--- src/rtl/fu_pkg.sv ---
// fu_pkg: shared constants for the pipelined function unit.
//   OP_W        opcode width
//   OP_ABS..    opcode encodings; values 10..15 are reserved
package fu_pkg;

  localparam int OP_W = 4;

  localparam logic [OP_W-1:0] OP_ABS  = 4'd0;
  localparam logic [OP_W-1:0] OP_MIN  = 4'd1;
  localparam logic [OP_W-1:0] OP_MAX  = 4'd2;
  localparam logic [OP_W-1:0] OP_ADD  = 4'd3;
  localparam logic [OP_W-1:0] OP_SUB  = 4'd4;
  localparam logic [OP_W-1:0] OP_ADDC = 4'd5;
  localparam logic [OP_W-1:0] OP_SUBC = 4'd6;
  localparam logic [OP_W-1:0] OP_SHL  = 4'd7;
  localparam logic [OP_W-1:0] OP_SHR  = 4'd8;
  localparam logic [OP_W-1:0] OP_SRA  = 4'd9;

endpackage

--- src/rtl/fu_alu.sv ---
// fu_alu: purely combinational datapath of the function unit.
//   op    opcode (fu_pkg encodings)
//   in0   operand A, in1 operand B, in2 operand C / shift amount source
//   data  result (0 for reserved opcodes)
//   ovf   signed overflow for ABS/ADD/SUB/ADDC/SUBC
//   err   reserved opcode
module fu_alu
  import fu_pkg::*;
#(
  parameter int WIDTH = 32
) (
  input  logic [OP_W-1:0]  op,
  input  logic [WIDTH-1:0] in0,
  input  logic [WIDTH-1:0] in1,
  input  logic [WIDTH-1:0] in2,
  output logic [WIDTH-1:0] data,
  output logic             ovf,
  output logic             err
);

  localparam int SH_W = $clog2(WIDTH);

  logic [SH_W-1:0]  amt_s;
  logic             use_c_s;
  logic             sub_s;
  logic [WIDTH-1:0] a_s;
  logic [WIDTH-1:0] b_s;
  logic [WIDTH-1:0] sum_s;
  logic [WIDTH-1:0] neg_s;
  logic             sum_ovf_s;
  logic             lt_s;

  // Shared adder: subtraction is a + ~b + 1, so one overflow rule covers all four add/sub ops.
  always_comb begin
    amt_s     = in2[SH_W-1:0];
    use_c_s   = (op == OP_ADDC) || (op == OP_SUBC);
    sub_s     = (op == OP_SUB)  || (op == OP_SUBC);
    a_s       = use_c_s ? in2 : in0;
    b_s       = sub_s ? ~in1 : in1;
    sum_s     = a_s + b_s + {{(WIDTH-1){1'b0}}, sub_s};
    // Overflow: addends share a sign and the sum's sign differs from it.
    sum_ovf_s = (a_s[WIDTH-1] == b_s[WIDTH-1]) && (sum_s[WIDTH-1] != a_s[WIDTH-1]);
    neg_s     = {WIDTH{1'b0}} - in0;
    lt_s      = $signed(in0) < $signed(in1);
  end

  // Result select per opcode; reserved opcodes produce zero with err set.
  always_comb begin
    data = {WIDTH{1'b0}};
    ovf  = 1'b0;
    err  = 1'b0;
    case (op)
      OP_ABS: begin
        data = in0[WIDTH-1] ? neg_s : in0;
        // Only the most negative value stays negative after negation.
        ovf  = in0[WIDTH-1] & neg_s[WIDTH-1];
      end
      OP_MIN:  data = lt_s ? in0 : in1;
      OP_MAX:  data = lt_s ? in1 : in0;
      OP_ADD, OP_SUB, OP_ADDC, OP_SUBC: begin
        data = sum_s;
        ovf  = sum_ovf_s;
      end
      OP_SHL:  data = in1 << amt_s;
      OP_SHR:  data = in1 >> amt_s;
      OP_SRA:  data = $unsigned($signed(in1) >>> amt_s);
      default: err  = 1'b1;
    endcase
  end

endmodule

--- src/rtl/fu_pipe.sv ---
// fu_pipe: two-stage pipelined function unit with valid/ready on both sides.
//   clk, rst                  clock, synchronous active-high reset
//   in_valid/in_ready         input handshake; in_op, in_tag, in0..in2 payload
//   out_valid/out_ready       output handshake; out_data, out_tag, out_ovf, out_err payload
// S1 holds the accepted operation, S2 holds the computed result. No skid buffer:
// in_ready is combinational from out_ready.
module fu_pipe
  import fu_pkg::*;
#(
  parameter int WIDTH = 32,
  parameter int TAG_W = 4
) (
  input  logic             clk,
  input  logic             rst,
  input  logic             in_valid,
  output logic             in_ready,
  input  logic [OP_W-1:0]  in_op,
  input  logic [TAG_W-1:0] in_tag,
  input  logic [WIDTH-1:0] in0,
  input  logic [WIDTH-1:0] in1,
  input  logic [WIDTH-1:0] in2,
  output logic             out_valid,
  input  logic             out_ready,
  output logic [WIDTH-1:0] out_data,
  output logic [TAG_W-1:0] out_tag,
  output logic             out_ovf,
  output logic             out_err
);

  logic             s1_v_r;
  logic [OP_W-1:0]  s1_op_r;
  logic [TAG_W-1:0] s1_tag_r;
  logic [WIDTH-1:0] s1_in0_r;
  logic [WIDTH-1:0] s1_in1_r;
  logic [WIDTH-1:0] s1_in2_r;

  logic             s2_v_r;
  logic [WIDTH-1:0] s2_data_r;
  logic [TAG_W-1:0] s2_tag_r;
  logic             s2_ovf_r;
  logic             s2_err_r;

  logic             s1_adv_s;
  logic             s2_adv_s;
  logic [WIDTH-1:0] alu_data_s;
  logic             alu_ovf_s;
  logic             alu_err_s;

  fu_alu #(.WIDTH(WIDTH)) u_alu (
    .op   (s1_op_r),
    .in0  (s1_in0_r),
    .in1  (s1_in1_r),
    .in2  (s1_in2_r),
    .data (alu_data_s),
    .ovf  (alu_ovf_s),
    .err  (alu_err_s)
  );

  // Stage advance: a stage may load when it is empty or its occupant moves on.
  always_comb begin
    s2_adv_s = !s2_v_r || out_ready;
    s1_adv_s = !s1_v_r || s2_adv_s;
  end

  // Pipeline registers for both stages.
  always_ff @(posedge clk) begin
    if (rst) begin
      s1_v_r    <= 1'b0;
      s1_op_r   <= {OP_W{1'b0}};
      s1_tag_r  <= {TAG_W{1'b0}};
      s1_in0_r  <= {WIDTH{1'b0}};
      s1_in1_r  <= {WIDTH{1'b0}};
      s1_in2_r  <= {WIDTH{1'b0}};
      s2_v_r    <= 1'b0;
      s2_data_r <= {WIDTH{1'b0}};
      s2_tag_r  <= {TAG_W{1'b0}};
      s2_ovf_r  <= 1'b0;
      s2_err_r  <= 1'b0;
    end else begin
      if (s1_adv_s) begin
        s1_v_r <= in_valid;
        // Payload only moves with a real operation to avoid needless toggling.
        if (in_valid) begin
          s1_op_r  <= in_op;
          s1_tag_r <= in_tag;
          s1_in0_r <= in0;
          s1_in1_r <= in1;
          s1_in2_r <= in2;
        end
      end
      if (s2_adv_s) begin
        s2_v_r <= s1_v_r;
        if (s1_v_r) begin
          s2_data_r <= alu_data_s;
          s2_tag_r  <= s1_tag_r;
          s2_ovf_r  <= alu_ovf_s;
          s2_err_r  <= alu_err_s;
        end
      end
    end
  end

  assign in_ready  = s1_adv_s;
  assign out_valid = s2_v_r;
  assign out_data  = s2_data_r;
  assign out_tag   = s2_tag_r;
  assign out_ovf   = s2_ovf_r;
  assign out_err   = s2_err_r;

endmodule
--- config.mk ---
export PLATFORM = sky130hd
export DESIGN_NAME = fu_pipe
export DESIGN_NICKNAME = d
export VERILOG_FILES = /design/src/rtl/fu_pkg.sv /design/src/rtl/fu_alu.sv /design/src/rtl/fu_pipe.sv
export SDC_FILE = /design/constraint.sdc
export NUM_CORES = 1
export LEC_CHECK = 0
export ABC_AREA = 1
export CORE_MARGIN = 3
export CORE_UTILIZATION = 35
export CTS_BUF_LIST = sky130_fd_sc_hd__clkbuf_4 sky130_fd_sc_hd__clkbuf_8 sky130_fd_sc_hd__clkbuf_16
export DETAILED_ROUTE_END_ITERATION = 8
export MAX_ROUTING_LAYER = met4
export SLEW_MARGIN = 40
export SYNTH_ARGS = -nofsm -noshare
export SYNTH_HDL_FRONTEND = slang
export SYNTH_SLANG_ARGS = --single-unit
export TNS_END_PERCENT = 1
--- constraint.sdc ---
create_clock -name clk -period 3.4 [get_ports clk]
set_input_delay 0.51 -clock clk [delete_from_list [all_inputs] [get_ports clk]]
set_output_delay 0.51 -clock clk [all_outputs]
set_load 0.01 [all_outputs]
# After elaboration in Yosys (flattened, before gate mapping)
# Cells that the tools add are included.
# totals
regBits,144
# op_classes
add_sub_neg,3
magnitude_cmp,1
eq_ne,11
shifts,3
mux,8
n_bitwise,2
n_reduce_logical,12
# op_table
op,n
one-hot mux 32 bit (7 select lines),1
2-to-1 mux 32 bit,5
adder 32 x 1 -> 32 bit,1
adder 32 bit,1
< comparator 32 bit,1
NOT 32 bit,1
<< shifter 32 x 5 -> 32 bit,1
right shift 32 x 5 -> 32 bit,1
>>> shifter 32 x 5 -> 32 bit,1
"subtractor 1 x 32 -> 32 bit, first input constant",1
"equality test 4 x 3 -> 1 bit, second input constant",4
OR reduction 10 bit,1
"equality test 4 x 2 -> 1 bit, second input constant",2
"equality test 4 bit, second input constant",2
"equality test 4 x 1 -> 1 bit, second input constant",1
zero test 4 bit,1
logical OR 1 bit,4
AND reduction 2 bit,2
OR reduction 4 bit,1
zero test 1 bit,2
one-hot mux 1 bit (2 select lines),1
AND 1 bit,1
equality test 1 bit,1
logical AND 1 bit,1
other kinds (2),2

# Logic depth before layout (Yosys ltp)
# Gate-level depths: netlist of run 1.
# depth
word_depth,8
ltp_mapped,23
depth_no_buf,23

# Modules after synthesis
# From an unflattened synthesis of run 1, not the netlist that was laid out.
# hier_totals
cells_unflattened,2876
area_unflattened_um2,15783.9
# by_module_without_submodules
mod,instances,cells_per_inst,area_each_um2,seq_area_each_um2
fu_alu,1,1978,9599.2,0.0
fu_pipe,1,898,6184.7,2882.8

# Worst setup path before layout of run 1
# No wires, ideal clock.
# synth_timing
kind,register to register
start,register s1_op_r[2]
end,"register s2_data_r[22], in the netlist out_data[22]"
setup_time_ps,132
arrival_time_ps,2895
setup_slack_ps,373
stages_incl_launch_ff,22
n_path_buf,1
synth_period_minus_slack_ps,3027
path_cell_list,dfxtp_1 inv_2 nor2_2 nand2_1 buf_1 xor2_1 ha_1 nand2_1 a21oi_1 nand3_1 nand2_1 nand2_1 nand2_1 nand2_1 a21oi_1 nand2_1 nand2_1 nor2_1 nor2_1 nand3_1 nand2_1 a21oi_2
# synth_between
elab_chain_cells,6
word_cells_on_any_way,18
classes_between,add/sub: 2; eq/ne: 9; mux: 3; reduce/logical: 4
# synth_lines
element,line_no,text
from (decl),fu_pipe.sv:31,logic [OP_W-1:0] s1_op_r;
from (signal assigned),fu_pipe.sv:69,s1_op_r <= {OP_W{1'b0}};
from (signal assigned),fu_pipe.sv:84,s1_op_r <= in_op;
equality test 4 x 3 -> 1 bit (on tied branches),"fu_alu.sv:36, fu_alu.sv:52, fu_alu.sv:37",
logical OR 1 bit (on tied branches),"fu_alu.sv:36, fu_alu.sv:37",
2-to-1 mux 32 bit (on tied branches),"fu_alu.sv:38, fu_alu.sv:39",
adder 32 bit,fu_alu.sv:40,"sum_s = a_s + b_s + {{(WIDTH-1){1'b0}}, sub_s};"
adder 32 x 1 -> 32 bit,fu_alu.sv:40,
one-hot mux 32 bit (7 select lines) (*),fu_alu.sv:52,case (op)
to (signal assigned),fu_pipe.sv:75,s2_data_r <= {WIDTH{1'b0}};
to (signal assigned),fu_pipe.sv:94,s2_data_r <= alu_data_s;
to (decl),fu_pipe.sv:38,logic [WIDTH-1:0] s2_data_r;
# Mark *: on every way between the ends. The rest lies on a longest branch, timed or not.
# A chain may end at the register's enable or synchronous reset.

# Worst setup path in the final report of run 1
# layout_timing
start,register s1_op_r[3]
end,"register s2_data_r[31], in the netlist out_data[31]"
# Same word-level chain as after synthesis.

==> results_dict.tcl, run 1 <==
set metrics [dict create \
    yosysMostFrequentCell "nand2_1" \
    numCtsBuffers 17 \
    layout-drive-gt1-share 0.103 \
    gp_congestion 1.02 \
    cts.hold.buffers_added 0 \
    postSynthCellCount 2536 \
    fin_hold_ws_ps 464 \
    drt_iter0_markers 1962 \
    syn-cell-area_um2 14400 \
    final_max_slew_viol_count 0 \
    clkLatencyLatePin_ps 480 \
    h-tree-depth 4 \
    ys_ff_latch 144 \
    rows 73 \
    fin_area_um2 17700 \
    max_cap_violations 0 \
    worstMarginPinSlew_ps 797 \
    routed_wl_um 73700 \
    synth.largest_area_cell "dfxtp_1" \
    rsz0062_at_grt "true" \
    ys_seq_area_frac 0.201 \
    dp_hpwl_um 58400 \
    syn_area_per_cell_um2 5.67 \
    dpl_cell_area_um2 16800 \
    clockBufferDepth 2 \
    status "finished, final reports clean" \
    nNetsFinal 2850 \
    end_kind "flop" \
    cts-root-buf "clkbuf_16" \
    n_antenna_cell 0 \
    fin_cells 3217 \
    p_leak_nw 7.87 \
    grt_pass1_vias 16700 \
    hp-class "flop to flop" \
    grt.overflow.total 0 \
    io_pins 148 \
    worst-path-max-fanout 6 \
    fin_crit_ps 3280 \
    antenna_found_initial 0 \
    setup_viol 0 \
    synthTopCellsByArea "dfxtp_1, nand2_1, nand3_1, o21ai_0, a21oi_1" \
    vias_per_cell 5.64 \
    dr.pass1.iters 5 \
    grt_pass1_wl_um 107000 \
    antenna_violating_nets_post_route 0 \
    fp.dieArea_um2 43500 \
    ir_drop_mv 0.318 \
    clk_pin_slew_ps 70 \
    crit_type "flop to flop" \
    grtUsageTotal 0.334 \
    route.vias.total 18100 \
    finalHoldViolations 0 \
    skew_ps 17.1 \
    drc 0 \
    synth_top_area_frac 0.201 \
    clkSinkCount 144 \
    start_kind "flop" \
    die_w_um 209 \
    fmax_mhz 305 \
    wl_per_cell_um 22.9 \
    min_period_over_period 0.966 \
    grt_max_degree 110 \
    power.density_nw_per_um2 400 \
    yosys_warnings 0 \
    synth_ff_type "dfxtp_1" \
    synthDistinctLibCells 49 \
    max-slew-margin-rel 0.463 \
    async_flop_share 0 \
    start_util 0.358 \
    synth_nets 2707 \
    synth_edf_count 0 \
    core_um2 40100 \
    die_h_um 209 \
    dp.cells 3170 \
    critPathRequiredTime_ps 3730 \
    yosys-top-cells-count "nand2_1, nand3_1, o21ai_0" \
    cp.arrival_ps 3620 \
    portBuffers 147 \
    synthToLayoutAreaGrowth_pct 23.5 \
    cts_tree "yes" \
]
[per-stage QoR]
stage | power (mW) | utilization | setup WS, ps | setup TNS, ps
after floorplan | 3.82 | - | 373 | 0
after global placement | 4.95 | 0.418 | -285 | -315
after detailed placement | 4.96 | 0.418 | -286 | -344
after CTS | 6.95 | 0.433 | 0.324 | 0
after global routing | 7.51 | 0.443 | -47.7 | -199
final | 7.10 | 0.443 | 117 | 0
[repair_timing]
| item | in CTS | in global routing |
|---|---|---|
| buffers inserted | 0 | 10 |
| gates cloned | 0 | 5 |
| resized for setup | 6 | 75 |
| pin swaps | 1 | 27 |
| endpoints found under the setup margin | 2 | 25 |
| endpoints found under the hold margin | 0 | 0 |
[layout by cell type (no fill, tap or decap), drive strengths merged, types with 3 or more instances in the layout]
cell type,n
a211oi,4
a21o,3
a21oi,220
a31oi,4
buf,118
clkbuf,21
clkdlybuf4s50,147
clkinv,13
dfxtp,144
ha,62
inv,182
mux2i,11
nand2,745
nand3,303
nand3b,4
nand4,24
nor2,262
nor3,23
nor4,3
o211ai,22
o21a,15
o21ai,286
o21bai,8
or2,12
xnor2,4
xor2,37
[kinds of logic (layout without fill, tap and decap cells)]
kind of cell             Yosys count  in the layout  synth area share
AO/OA/AOI/OAI                    568            568             0.210
XOR/XNOR                          41             41            0.0250
adder cells (fa/ha/maj)           63             63            0.0554
buffers and inverters            328            484            0.0948
flip-flops                       144            144             0.201
multiplexers                      11             11           0.00766
AND/OR/NAND/NOR                 1381           1381             0.406
[critical path, cell delays in order (launching register included)]
cell and delay (ps):
dfxtp_1 360, nor2_4 190, nand3_4 110, clkinvlp_4 100, buf_12 130, clkbuf_16 160
nand2_1 70, o21ai_1 120, ha_2 360, a21o_1 230, a31oi_2 240, o21ai_0 160
a21oi_2 260, nand2_2 100, nand2_1 130, nand2_1 110, nand3_1 80, nand3_1 80
nand2_1 80, a21oi_1 70
[layout make-up]
| type | count | area [µm²] |
|---|---|---|
| Inverter | 184 | 701 |
| Timing Repair Buffer | 268 | 2570 |
| Fill cell | 4377 | 22400 |
| Clock buffer | 18 | 439 |
| Tap cell | 525 | 657 |
| Multi-Input combinational cell | 2064 | 10300 |
| Clock inverter | 14 | 139 |
| Sequential cell | 144 | 2890 |
[worst paths after layout]
kind             endpoint         from  slack (ps)  cells past startpoint
max          out_data[31]   s1_op_r[3]         120                     19
min           out_data[3]  out_data[3]         460                      2
max reg2reg  out_data[31]   s1_op_r[3]         120                     19
min reg2reg   out_data[3]  out_data[3]         460                      2
[report_power, final]
group	internal [mW]	switching [mW]
registers	1.81	0.134
clock network	1.05	0.928
logic	1.10	2.07
[registers in the layout, summed over array words and instances, names as in the netlist]
name       count
out_data      32
s1_in0_r      32
s1_in1_r      32
s1_in2_r      32
out_tag        4
s1_op_r        4
s1_tag_r       4
out_err        1
out_ovf        1
out_valid      1
s1_v_r         1
[per-layer routing]
metal  global-route usage  vias up  wire, µm
met5                    -        -         0
met4                0.124        0      3220
met3               0.0494      139      5230
met2                0.498      808     31400
met1                0.460     8492     33800
li1                     -     8709         -
(Power assumes the default switching activity.)
==> inputs of run 2 (changes only) <==
Clock period 3.4 ns to 3.1 ns, I/O delays scaled along.
==> run 2 against run 1 <==
Net effect: the flow now finishes with violations (negative setup slack); maximum frequency increased by 3.7%; via count grew 3.4%; critical path depth increased by 3; highest routed layer unchanged; utilization is 5.2 points higher; critical endpoint is now out_data[20].
==> results_dict.tcl, run 2 (same netlist as run 1, synthesis figures left out) <==
set metrics [dict create \
    status "finished, violations left" \
    violations "negative setup slack" \
    gp_congestion 1.01 \
    reg2reg_from "s1_op_r[2]" \
    die_w_um 209 \
    fin_cells 3393 \
    worst-r2r-cell-count 22 \
    clkSinkCount 144 \
    fmax_mhz 316 \
    critPathRequiredTime_ps 3470 \
    fin_hold_ws_ps 464 \
    clkLatencyLatePin_ps 510 \
    place_ws_ps -694 \
    cts_tree "yes" \
    synthToLayoutAreaGrowth_pct 38.1 \
    drt_iter0_markers 2005 \
    portBuffers 147 \
    fp.dieArea_um2 43500 \
    setup_viol 4 \
    route.vias.total 18800 \
    finalSetupTns_ps -83.4 \
    startpoint "s1_op_r[2]" \
    clk_pin_slew_ps 80 \
    die_h_um 209 \
    wl_per_cell_um 22.8 \
    layout-drive-gt1-share 0.196 \
    numCtsBuffers 17 \
    r2r_setup_slack_ps -70 \
    crit_type "flop to flop" \
    layout_common_cells "nand2_1, nand3_1, buf_4" \
    end_kind "flop" \
    final_max_slew_viol_count 0 \
    worstMarginPinSlew_ps 909 \
    ir_drop_mv 0.394 \
    skew_ps 18.3 \
    rsz0062_at_grt "true" \
    hp-class "flop to flop" \
    vias_per_cell 5.53 \
    grt_max_degree 110 \
    clockBufferDepth 2 \
    dr.pass1.iters 6 \
    fin_ws_ps -66.3 \
    cp.arrival_ps 3540 \
    rows 73 \
    max-slew-margin-rel 0.387 \
    final_common_cell "nand2_1" \
    power.density_nw_per_um2 433 \
    core_um2 40100 \
    worst-path-max-fanout 8 \
    finalHoldViolations 0 \
    io_pins 148 \
    grt.overflow.total 0 \
    cts.hold.buffers_added 0 \
    nNetsFinal 3025 \
    endpoint "out_data[20]" \
    fin_crit_ps 3170 \
    total_power_mw 8.59 \
    grt_pass1_vias 17400 \
    start_util 0.358 \
    grt_pass1_wl_um 112000 \
    drc 0 \
    h-tree-depth 4 \
    grtUsageTotal 0.354 \
    reg2reg_to "out_data[20]" \
    min_period_over_period 1.02 \
    dp.cells 3315 \
    routed_wl_um 77400 \
    antenna_violating_nets_post_route 0 \
    start_kind "flop" \
    antenna_found_initial 1 \
    cts-root-buf "clkbuf_16" \
    dp_hpwl_um 61400 \
    max_cap_violations 0 \
    p_leak_nw 8.93 \
]
run 2: through the flow:
stage / instance area [µm²] / utilization
floorplan: 14400 / -
global placement: 17900 / 0.447
detailed placement: 17900 / 0.447
CTS: 19000 / 0.473
global route: 19800 / 0.495
finish: 19800 / 0.495
run 2: power by group:
part | total [mW] | switching (mW) | internal [mW]
registers | 2.14 | 0.151 | 1.99
clock network | 2.30 | 1.06 | 1.24
logic | 4.16 | 2.53 | 1.63
run 2: final cells by class:
| cell class | instances | area (µm²) |
|---|---|---|
| flip-flops and latches | 144 | 2890 |
| clock inverters | 14 | 170 |
| diodes | 1 | 2.50 |
| inverters | 184 | 723 |
| clock buffers | 18 | 439 |
| fillers | 4271 | 20300 |
| well taps | 525 | 657 |
| multi-input cells | 2064 | 10900 |
| repair buffers | 443 | 4020 |
run 2: timing repair:
action | CTS | global route
setup buffers | 16 | 28
pin swaps | 31 | 95
gates cloned | 3 | 0
resized for setup | 88 | 193
setup endpoints to repair | 25 | 33
run 2: worst min-delay path by stage:
stage                      start            to  slack (ps)  cells after the start
global placement    out_data[13]  out_data[13]         450                      2
detailed placement   out_data[2]   out_data[2]         450                      2
global route        out_data[17]  out_data[17]         480                      2
CTS                  out_data[2]   out_data[2]         460                      2
floorplan            s1_tag_r[0]   s1_tag_r[0]         450                      2
finish              out_data[17]  out_data[17]         460                      2
run 2: worst max-delay path: stages (launching register included):
cell	delay, ps
dfxtp_2	340
inv_2	50
nor2_4	150
nand3_4	150
clkinv_8	100
buf_12	160
buf_8	120
nand2_1	40
o21ai_1	100
ha_1	290
buf_6	150
a21oi_4	130
nor2_1	60
nor2_1	120
nor2_1	70
nor2_2	150
nand3_4	140
o21ai_4	220
nand3_2	120
nor2_4	170
nand3_2	80
nand2_2	60
a21oi_2	40
run 2: metal layers:
metal / global-route usage / routed length (µm) / up-vias
met5: - / 0 / -
met3: 0.0572 / 5720 / 122
met4: 0.129 / 2910 / 0
met2: 0.521 / 33000 / 812
met1: 0.490 / 35800 / 8741
li1: - / - / 9094
